## src/rtl/uart_pkg.sv

```systemverilog
// Shared definitions for the UART transmit serializer: FSM state encoding,
// character-length codes, the default oversample ratio and the mapping from
// a length code to a data-bit count.
package uart_pkg;

    // Transmitter FSM states, 3-bit encoding
    typedef enum logic [2:0] {
        ST_IDLE   = 3'd0,
        ST_START  = 3'd1,
        ST_DATA   = 3'd2,
        ST_PARITY = 3'd3,
        ST_STOP   = 3'd4
    } tx_state_e;

    // data_len codes
    localparam logic [1:0] LEN_5 = 2'b00;
    localparam logic [1:0] LEN_6 = 2'b01;
    localparam logic [1:0] LEN_7 = 2'b10;
    localparam logic [1:0] LEN_8 = 2'b11;

    // Baud ticks per bit time unless the instance overrides it
    localparam int OVERSAMPLE_DEF = 16;

    // Number of data bits carried by a character for a given length code
    function automatic logic [3:0] len_bits(input logic [1:0] code);
        logic [3:0] n;
        case (code)
            LEN_5:   n = 4'd5;
            LEN_6:   n = 4'd6;
            LEN_7:   n = 4'd7;
            LEN_8:   n = 4'd8;
            default: n = 4'd8;
        endcase
        return n;
    endfunction

endpackage

```

## src/rtl/uart_tx_serializer_if.sv

```systemverilog
// Character handshake between the TX holding register/FIFO (master) and the
// UART transmit serializer (slave). One character moves on every pclk edge
// where tx_valid and tx_ready are both high.
interface uart_tx_serializer_if;

    logic [7:0] tx_data;
    logic       tx_valid;
    logic       tx_ready;

    modport master (
        output tx_data,
        output tx_valid,
        input  tx_ready
    );

    modport slave (
        input  tx_data,
        input  tx_valid,
        output tx_ready
    );

endinterface

```

## src/rtl/uart_tx_serializer.sv

```systemverilog
// UART transmit serializer. Takes one character per handshake and shifts it
// out on txd as: start bit, 5-8 data bits LSB first, optional parity, then
// one or two stop bits. Bit timing comes from the external baud-tick
// generator (bclk_tx), which this block enables through tx_bclk_en whenever
// a frame is in flight; the generator restarts its phase on enable, so each
// frame starts with a fresh tick phase.
//
// Build option: define UART_TX_PARITY_EN to build the PARITY state and the
// parity XOR logic. Without it, parity_en/parity_odd are accepted but ignored
// and the last data bit is followed directly by the stop bit(s).
module uart_tx_serializer
    import uart_pkg::*;
#(
    parameter int OVERSAMPLE = OVERSAMPLE_DEF
) (
    input  logic                       pclk,
    input  logic                       preset,
    uart_tx_serializer_if.slave        tx_if,
    input  logic [1:0]                 data_len,
    input  logic                       stop_2,
    input  logic                       parity_en,
    input  logic                       parity_odd,
    input  logic                       bclk_tx,
    output logic                       tx_bclk_en,
    output logic                       txd,
    output logic                       tx_busy,
    output logic                       tx_done
);

    // Tick count value whose tick closes the current bit time
    localparam logic [3:0] TICK_LAST = 4'(OVERSAMPLE - 1);

    // Control state
    tx_state_e  state_q, state_d;
    logic [3:0] tick_q, tick_d;
    logic [2:0] bit_q, bit_d;
    logic       stop_q, stop_d;      // a second stop bit is still owed
    logic       txd_q, txd_d;
    logic       done_q, done_d;

    // Character and frame format captured at the handshake
    logic [7:0] data_q;
    logic [1:0] len_q;
    logic       stop2_q;

    // Decode helpers
    logic       load;
    logic       bit_end;
    logic       last_data;
    logic [2:0] bit_nxt;

`ifdef UART_TX_PARITY_EN
    logic       par_en_q;
    logic       par_odd_q;

    // Parity over the first len data bits; odd parity inverts the XOR
    function automatic logic parity_of(input logic [7:0] d,
                                       input logic [1:0] code,
                                       input logic       odd);
        logic p;
        p = odd;
        for (int i = 0; i < 8; i++) begin
            if (i < int'(len_bits(code))) begin
                p = p ^ d[i];
            end
        end
        return p;
    endfunction
`else
    // Parity inputs stay on the port list for integration but carry no function
    logic unused_parity_cfg;
    assign unused_parity_cfg = parity_en ^ parity_odd;
`endif

    assign bit_end   = bclk_tx && (tick_q == TICK_LAST);
    assign last_data = ({1'b0, bit_q} == (len_bits(len_q) - 4'd1));
    assign bit_nxt   = bit_q + 3'd1;

    assign tx_if.tx_ready = (state_q == ST_IDLE);
    assign tx_busy        = (state_q != ST_IDLE);
    assign tx_bclk_en     = (state_q != ST_IDLE);
    assign txd            = txd_q;
    assign tx_done        = done_q;

    // Next-state, counter and line-level decode for the frame sequencer
    always_comb begin
        state_d = state_q;
        tick_d  = tick_q;
        bit_d   = bit_q;
        stop_d  = stop_q;
        txd_d   = txd_q;
        done_d  = 1'b0;
        load    = 1'b0;

        // Ticks only count while a frame is on the line; IDLE ignores them
        if ((state_q != ST_IDLE) && bclk_tx) begin
            tick_d = bit_end ? 4'd0 : (tick_q + 4'd1);
        end

        case (state_q)
            ST_IDLE: begin
                txd_d = 1'b1;
                if (tx_if.tx_valid) begin
                    load    = 1'b1;
                    state_d = ST_START;
                    txd_d   = 1'b0;
                    tick_d  = 4'd0;
                end
            end

            ST_START: begin
                if (bit_end) begin
                    state_d = ST_DATA;
                    bit_d   = 3'd0;
                    txd_d   = data_q[0];
                end
            end

            ST_DATA: begin
                if (bit_end) begin
                    if (last_data) begin
`ifdef UART_TX_PARITY_EN
                        if (par_en_q) begin
                            state_d = ST_PARITY;
                            txd_d   = parity_of(data_q, len_q, par_odd_q);
                        end else begin
                            state_d = ST_STOP;
                            txd_d   = 1'b1;
                            stop_d  = stop2_q;
                        end
`else
                        state_d = ST_STOP;
                        txd_d   = 1'b1;
                        stop_d  = stop2_q;
`endif
                    end else begin
                        bit_d = bit_nxt;
                        txd_d = data_q[bit_nxt];
                    end
                end
            end

`ifdef UART_TX_PARITY_EN
            ST_PARITY: begin
                if (bit_end) begin
                    state_d = ST_STOP;
                    txd_d   = 1'b1;
                    stop_d  = stop2_q;
                end
            end
`endif

            ST_STOP: begin
                txd_d = 1'b1;
                if (bit_end) begin
                    if (stop_q) begin
                        stop_d = 1'b0;
                    end else begin
                        state_d = ST_IDLE;
                        done_d  = 1'b1;
                    end
                end
            end

            default: begin
                state_d = ST_IDLE;
                txd_d   = 1'b1;
            end
        endcase
    end

    // Control registers: FSM state, counters, line driver and done pulse
    always_ff @(posedge pclk) begin
        if (preset) begin
            state_q <= ST_IDLE;
            tick_q  <= 4'd0;
            bit_q   <= 3'd0;
            stop_q  <= 1'b0;
            txd_q   <= 1'b1;
            done_q  <= 1'b0;
        end else begin
            state_q <= state_d;
            tick_q  <= tick_d;
            bit_q   <= bit_d;
            stop_q  <= stop_d;
            txd_q   <= txd_d;
            done_q  <= done_d;
        end
    end

    // Character and format capture; a reset in the same cycle blocks the load
    always_ff @(posedge pclk) begin
        if (load && !preset) begin
            data_q    <= tx_if.tx_data;
            len_q     <= data_len;
            stop2_q   <= stop_2;
`ifdef UART_TX_PARITY_EN
            par_en_q  <= parity_en;
            par_odd_q <= parity_odd;
`endif
        end
    end

endmodule

```

## src/flat_wrapper.sv

```systemverilog
// flat-port wrapper written by rule: the top's interface ports become plain ports
module uart_tx_serializer_flat import uart_pkg::*;
#(
    parameter int OVERSAMPLE = OVERSAMPLE_DEF
)
  (pclk, preset, data_len, stop_2, parity_en, parity_odd, bclk_tx, tx_bclk_en, txd, tx_busy, tx_done, tx_if_tx_data, tx_if_tx_valid, tx_if_tx_ready);
  uart_tx_serializer_if tx_if_i ();
  input  logic pclk;
  input  logic preset;
  input  logic [1:0] data_len;
  input  logic stop_2;
  input  logic parity_en;
  input  logic parity_odd;
  input  logic bclk_tx;
  output logic tx_bclk_en;
  output logic txd;
  output logic tx_busy;
  output logic tx_done;
  input wire logic [$bits(tx_if_i.tx_data)-1:0] tx_if_tx_data;
  input wire logic [$bits(tx_if_i.tx_valid)-1:0] tx_if_tx_valid;
  output wire logic [$bits(tx_if_i.tx_ready)-1:0] tx_if_tx_ready;
  assign tx_if_i.tx_data = tx_if_tx_data;
  assign tx_if_i.tx_valid = tx_if_tx_valid;
  assign tx_if_tx_ready = tx_if_i.tx_ready;
  uart_tx_serializer #(.OVERSAMPLE(OVERSAMPLE)) u_core (.pclk(pclk), .preset(preset), .tx_if(tx_if_i), .data_len(data_len), .stop_2(stop_2), .parity_en(parity_en), .parity_odd(parity_odd), .bclk_tx(bclk_tx), .tx_bclk_en(tx_bclk_en), .txd(txd), .tx_busy(tx_busy), .tx_done(tx_done));
endmodule
```

## config.mk

```make
export PLATFORM = sky130hd
export DESIGN_NAME = uart_tx_serializer_flat
export DESIGN_NICKNAME = d
export VERILOG_FILES = /design/src/rtl/uart_pkg.sv /design/src/rtl/uart_tx_serializer_if.sv /design/src/rtl/uart_tx_serializer.sv /design/src/flat_wrapper.sv
export SDC_FILE = /design/constraint.sdc
export NUM_CORES = 1
export LEC_CHECK = 0
export ABC_CLOCK_PERIOD_IN_PS = 3670
export CORE_UTILIZATION = 54
export CTS_CLUSTER_SIZE = 10
export DETAILED_ROUTE_END_ITERATION = 10
export PLACE_DENSITY_LB_ADDON = 0.3
export SLEW_MARGIN = 15
export SYNTH_ARGS = -nofsm -noshare
export SYNTH_HDL_FRONTEND = slang
export SYNTH_SLANG_ARGS = --single-unit
```

## constraint.sdc

```tcl
create_clock -name pclk -period 3.67 [get_ports pclk]
set_clock_uncertainty 0.1 [all_clocks]
set_input_delay 0.367 -clock pclk [delete_from_list [all_inputs] [get_ports pclk]]
set_output_delay 0.367 -clock pclk [all_outputs]
set_load 0.02 [all_outputs]
```

* Word-level counts from Yosys, hierarchy flattened
Index checks and enable logic that the tools add are counted.
** Cells by class
- Reduce and logical (&&, ||, !) cells :: 14
- $lt $le $gt $ge :: 1
- Multiplexer cells :: 30
- Equal/unequal tests :: 15
- Bitwise operators :: 2
- Add/subtract/negate cells :: 3
** Operators with widths (count)
- $mux 3 :: 9
- $mux 4 :: 4
- $pmux 4 s4 :: 1
- $pmux 3 s4 :: 1
- $mux 1 :: 11
- $ne 2x1->1 const B :: 4
- $reduce_and 4->1 :: 2
- $ne 2x2->1 const B :: 3
- $pmux 3 s2 :: 1
- $reduce_and 6->1 :: 1
- $add 4x1->4 const B :: 1
- $eq 2x2->1 const B :: 2
- $eq 3x4->1 :: 1
- $eq 4x4->1 const B :: 1
- $lt 3x4->1 const B :: 1
- $reduce_bool 2->1 :: 2
- $sub 4x1->4 const B :: 1
- $add 3x1->3 const B :: 1
- $bmux 1 s3 :: 1
- $eq 3x1->1 const B :: 1
- $eq 3x2->1 const B :: 1
- $eq 3x3->1 const B :: 1
- $logic_and 1x1->1 :: 3
- $logic_not 3->1 :: 1
- 9 further kinds :: 10
** Storage, ports and cells
- Register bits after elaboration :: 24
- Bits of input ports :: 17
- Logic and storage cells :: 74
- Output and inout bits :: 5

* Logic depth before layout (Yosys ltp)
- Depth after elaboration :: 7
- Depth in mapped cells :: 6
- Gate-level depth less buffers :: 5

* Worst setup path before layout
No wires, ideal clock.
- Kind :: flip-flop to flip-flop
- Start :: register u_core.state_q[0]
- End :: register u_core.data_q[0] (enable)
- Data required time :: 3.192 ns
- Data arrival time :: 1.714 ns
- Library setup time :: 0.378 ns
- Period minus slack after synthesis :: 2.192 ns
- Slack :: 1.478 ns
- Path buffers :: 1
- Stages on the path, launching flop included :: 5
- Cells stage by stage :: dfxtp_1 -> buf_2 -> nor3_1 -> nand2_1 -> nor2_1
** On the way
- Cells in the longest elaborated chain, start to end :: 3
** Ends and longest elaborated chain
- start: declaration :: RTL line uart_tx_serializer.sv:34 : tx_state_e state_q, state_d;
- start signal: assignment :: RTL line uart_tx_serializer.sv:182 : state_q <= state_d;
- $logic_not 3->1
- net tx_if_tx_ready :: RTL line flat_wrapper.sv:21 : output wire logic [$bits(tx_if_i.tx_ready)-1:0] tx_if_tx_ready;
- $mux 1 :: RTL line uart_tx_serializer.sv:100 : case (state_q)
- $logic_and 1x1->1 :: RTL line uart_tx_serializer.sv:193 : if (load && !preset) begin
- end signal: assignment :: RTL line uart_tx_serializer.sv:194 : data_q <= tx_if.tx_data;
- end: declaration :: RTL line uart_tx_serializer.sv:42 : logic [7:0] data_q;
The timed path passes the listed nets, and every way through them passes these cells.
A chain may end at the register's enable or synchronous reset.

* Worst setup path after layout
- Start :: register u_core.state_q[0]
- End :: output tx_if_tx_ready
** On the way
- Cells in the longest elaborated chain, start to end :: 1
** Ends and longest elaborated chain
- $logic_not 3->1 :: RTL line uart_tx_serializer.sv:79 : assign tx_if.tx_ready = (state_q == ST_IDLE);
- end: declaration :: RTL line flat_wrapper.sv:21
Every way passes these cells.

==> results.cfg <==
[setup_path]
crit_required_ns = 3.20
critical_path_class = reg2out
crit_path_top_delay_cell = clkdlybuf4s50_1
max_stage_delay_ns = 0.68
crit_path_start_kind = flip-flop
cp_max_fo = 10
critPathCaptureType = output port
crit_path_cell_trace = nor3_1 > clkdlybuf4s50_1
cp_data_arrival_time_ns = 1.74

[sta]
tns_ns = 0
drv_slew = 0
maxSlewHeadroom_pct = 45.0
hold_viol = 0
finalCritPeriodShare_pct = 60.2
setup_viol = 0
fin_crit_ns = 2.21
rsz0062_at_grt = false
hold_ws_ns = 0.418
tightestPinTransition_ns = 0.823
fmax_mhz = 452

[route]
wire_per_inst_um = 13.6
drt_pre_antenna_iters = 4
drc = 0
drtIter0Drc = 27
vias = 891
antenna_left = 0
wirelength_um = 2050
vias_per_cell = 5.90

[clock_network]
cts_made_buffers = 3
clk_latency_ns = 0.30
clkSlewWorstSetupHoldPaths_ns = 0.13
post_cts_resized = 0
hold_buffers = 0
clockRootBuffer = clkbuf_4
cts_sinks = 24
cts_buffer_depth = 2
h-tree-depth = 1
cts_tree = done
postCtsSetupBuffers = 0

[outcome]
status = complete, no violations

[synthesis]
synth-edff-count = 11
netlist_instances = 107
ys_async_sr_fraction_pct = 0
ys_warn_count = 0
synth_area_mm2 = 0.00114
syn_nets = 126
syn_avg_cell_area_um2 = 10.7
synthFlopType = dfxtp_1
synth_seq_cells = 24
ys_seq_area_share_pct = 51.8
yosysUniqueCellTypes = 37

[floorplanning]
start_util_pct = 57.6
ioPinCount = 22
dieHeight_um = 48.0
row_count = 16
core-area_mm2 = 0.00198
die_x_um = 48.0
die_area_mm2 = 0.00230

[power_and_ir_drop]
p_total_w = 0.000470
pwr-share-seq_pct = 62.0
switching_share_pct = 20.7
clock_power_share_pct = 28.5
ir_worst_vdd_uv = 366
p_leak_nw = 0.450
combPwrFrac_pct = 9.5
p_switching_w = 0.0000971
internal_power_w = 0.000373
p_per_area_mw_per_mm2 = 343

[global_routing]
met2_usage_pct = 35.9
grt_max_degree = 14
grt.busiest_layer = met2
grt.total_usage_pct = 20.4
globalRouteOverflowTotal = 0
use_met1_pct = 23.9
antenna_found_initial = 0
grt_use_met3_pct = 5.28
grt_pass1_wl_um = 3170
grt_pass1_vias = 751

[finish]
drive_gt1_share_pct = 4.84
nFillCells = 148
fin_nets = 144
final_common_cell = clkdlybuf4s50_1
layout_common_cells = 19 x clkdlybuf4s50_1, 13 x dfxtp_1, 11 x edfxtp_1
area_delta_synth_final_pct = 20.2
finalInstanceArea_mm2 = 0.00137
n_antenna_cell = 0

[place]
detailed_place.area_mm2 = 0.00134
numPortBuffers = 19
place_congestion = 0.879
dp_hpwl_um = 1590

[flow_run]
cap_violations = 0

[min_path]
worstHoldPathType = reg2reg
final timing paths:
kind	endpoint	cells past startpoint	slack (ns)	from
hold / removal	u_core.bit_q[2]	2	0.42	u_core.bit_q[2]
setup / recovery	tx_if_tx_ready	2	1.46	u_core.state_q[0]
setup reg to reg	u_core.txd	5	1.54	u_core.bit_q[0]
hold reg to reg	u_core.bit_q[2]	2	0.42	u_core.bit_q[2]
Yosys cell counts (2+ instances only):
cell,count,area share [%]
nor2b_1,4,2.2
xnor2_1,2,1.5
nand2_1,6,2.0
ha_1,2,2.2
nor3b_1,2,1.3
a21oi_1,8,3.5
mux2i_1,2,1.8
mux4_1,2,4.6
buf_2,3,1.3
nor2_1,9,3.0
nand4_1,2,1.1
nand2b_1,3,1.6
inv_1,2,0.66
edfxtp_1,11,29
o21ai_0,6,2.6
nor4_1,4,2.2
clkbuf_1,2,0.66
nor3_1,3,1.3
or3_1,2,1.1
dfxtp_1,13,23
xor2_1,3,2.3
cells by family (layout without fill, tap and decap cells):
kind of cell	count (synthesis)	in the layout	synth area share [%]
and+or+nand+nor	42	42	20.3
DFF	24	24	51.8
AOI/OAI and AO/OA	21	21	11.3
buffers and inverters	8	25	3.29
xor gates and xnor gates	5	5	3.84
muxes	5	5	7.35
adders and majority gates	2	2	2.19
power by group through the flow:
stage | clock network [W] | registers (W) | logic [W]
finish | 0.000134 | 0.000291 | 0.0000446
global route | 0.000148 | 0.000292 | 0.0000483
CTS | 0.000137 | 0.000292 | 0.0000448
detailed placement | 0 | 0.000298 | 0.0000448
global placement | 0 | 0.000297 | 0.0000435
floorplan | 0 | 0.000296 | 0.0000223
stage by stage:
step / cells / util [%] / worst slack, ns
2_1_floorplan: 107 / - / 1.48
3_3_place_gp: 147 / 67.4 / 1.47
3_5_place_dp: 147 / 67.4 / 1.45
4_1_cts: 151 / 69.2 / 1.46
5_1_grt: 151 / 69.2 / 1.37
6_report: 151 / 69.2 / 1.46
routing by layer:
metal	part of all wire [%]	wire, µm	vias to the layer above
met5	0	0	-
met4	1.6	33	0
met3	5.9	121	4
met2	52	1070	32
met1	40	826	425
li1	-	-	430
worst max-delay path: cells and delay by family (launching register included):
| family | cells | cell delay (ns) |
|---|---|---|
| buffers and inverters | 1 | 0.68 |
| flip-flops | 1 | 0.43 |
| AND/OR/NAND/NOR | 1 | 0.34 |
state kept, by name, indices dropped and copies added, names as in the netlist:
signal	cells
u_core.stop_q	1
u_core.txd	1
u_core.tick_q	4
u_core.tx_done	1
u_core.stop2_q	1
u_core.state_q	3
u_core.data_q	8
u_core.bit_q	3
u_core.len_q	2
layout make-up:
class                   instances  area, µm²  share of cell area (%)
flip-flops and latches         24        591                    43.1
multi-input cells              75        513                    37.4
repair buffers                 19        190                    13.9
clock buffers                   4       36.3                    2.65
well taps                      27       33.8                    2.46
inverters                       2       7.51                   0.547
(Power assumes the default switching activity.)
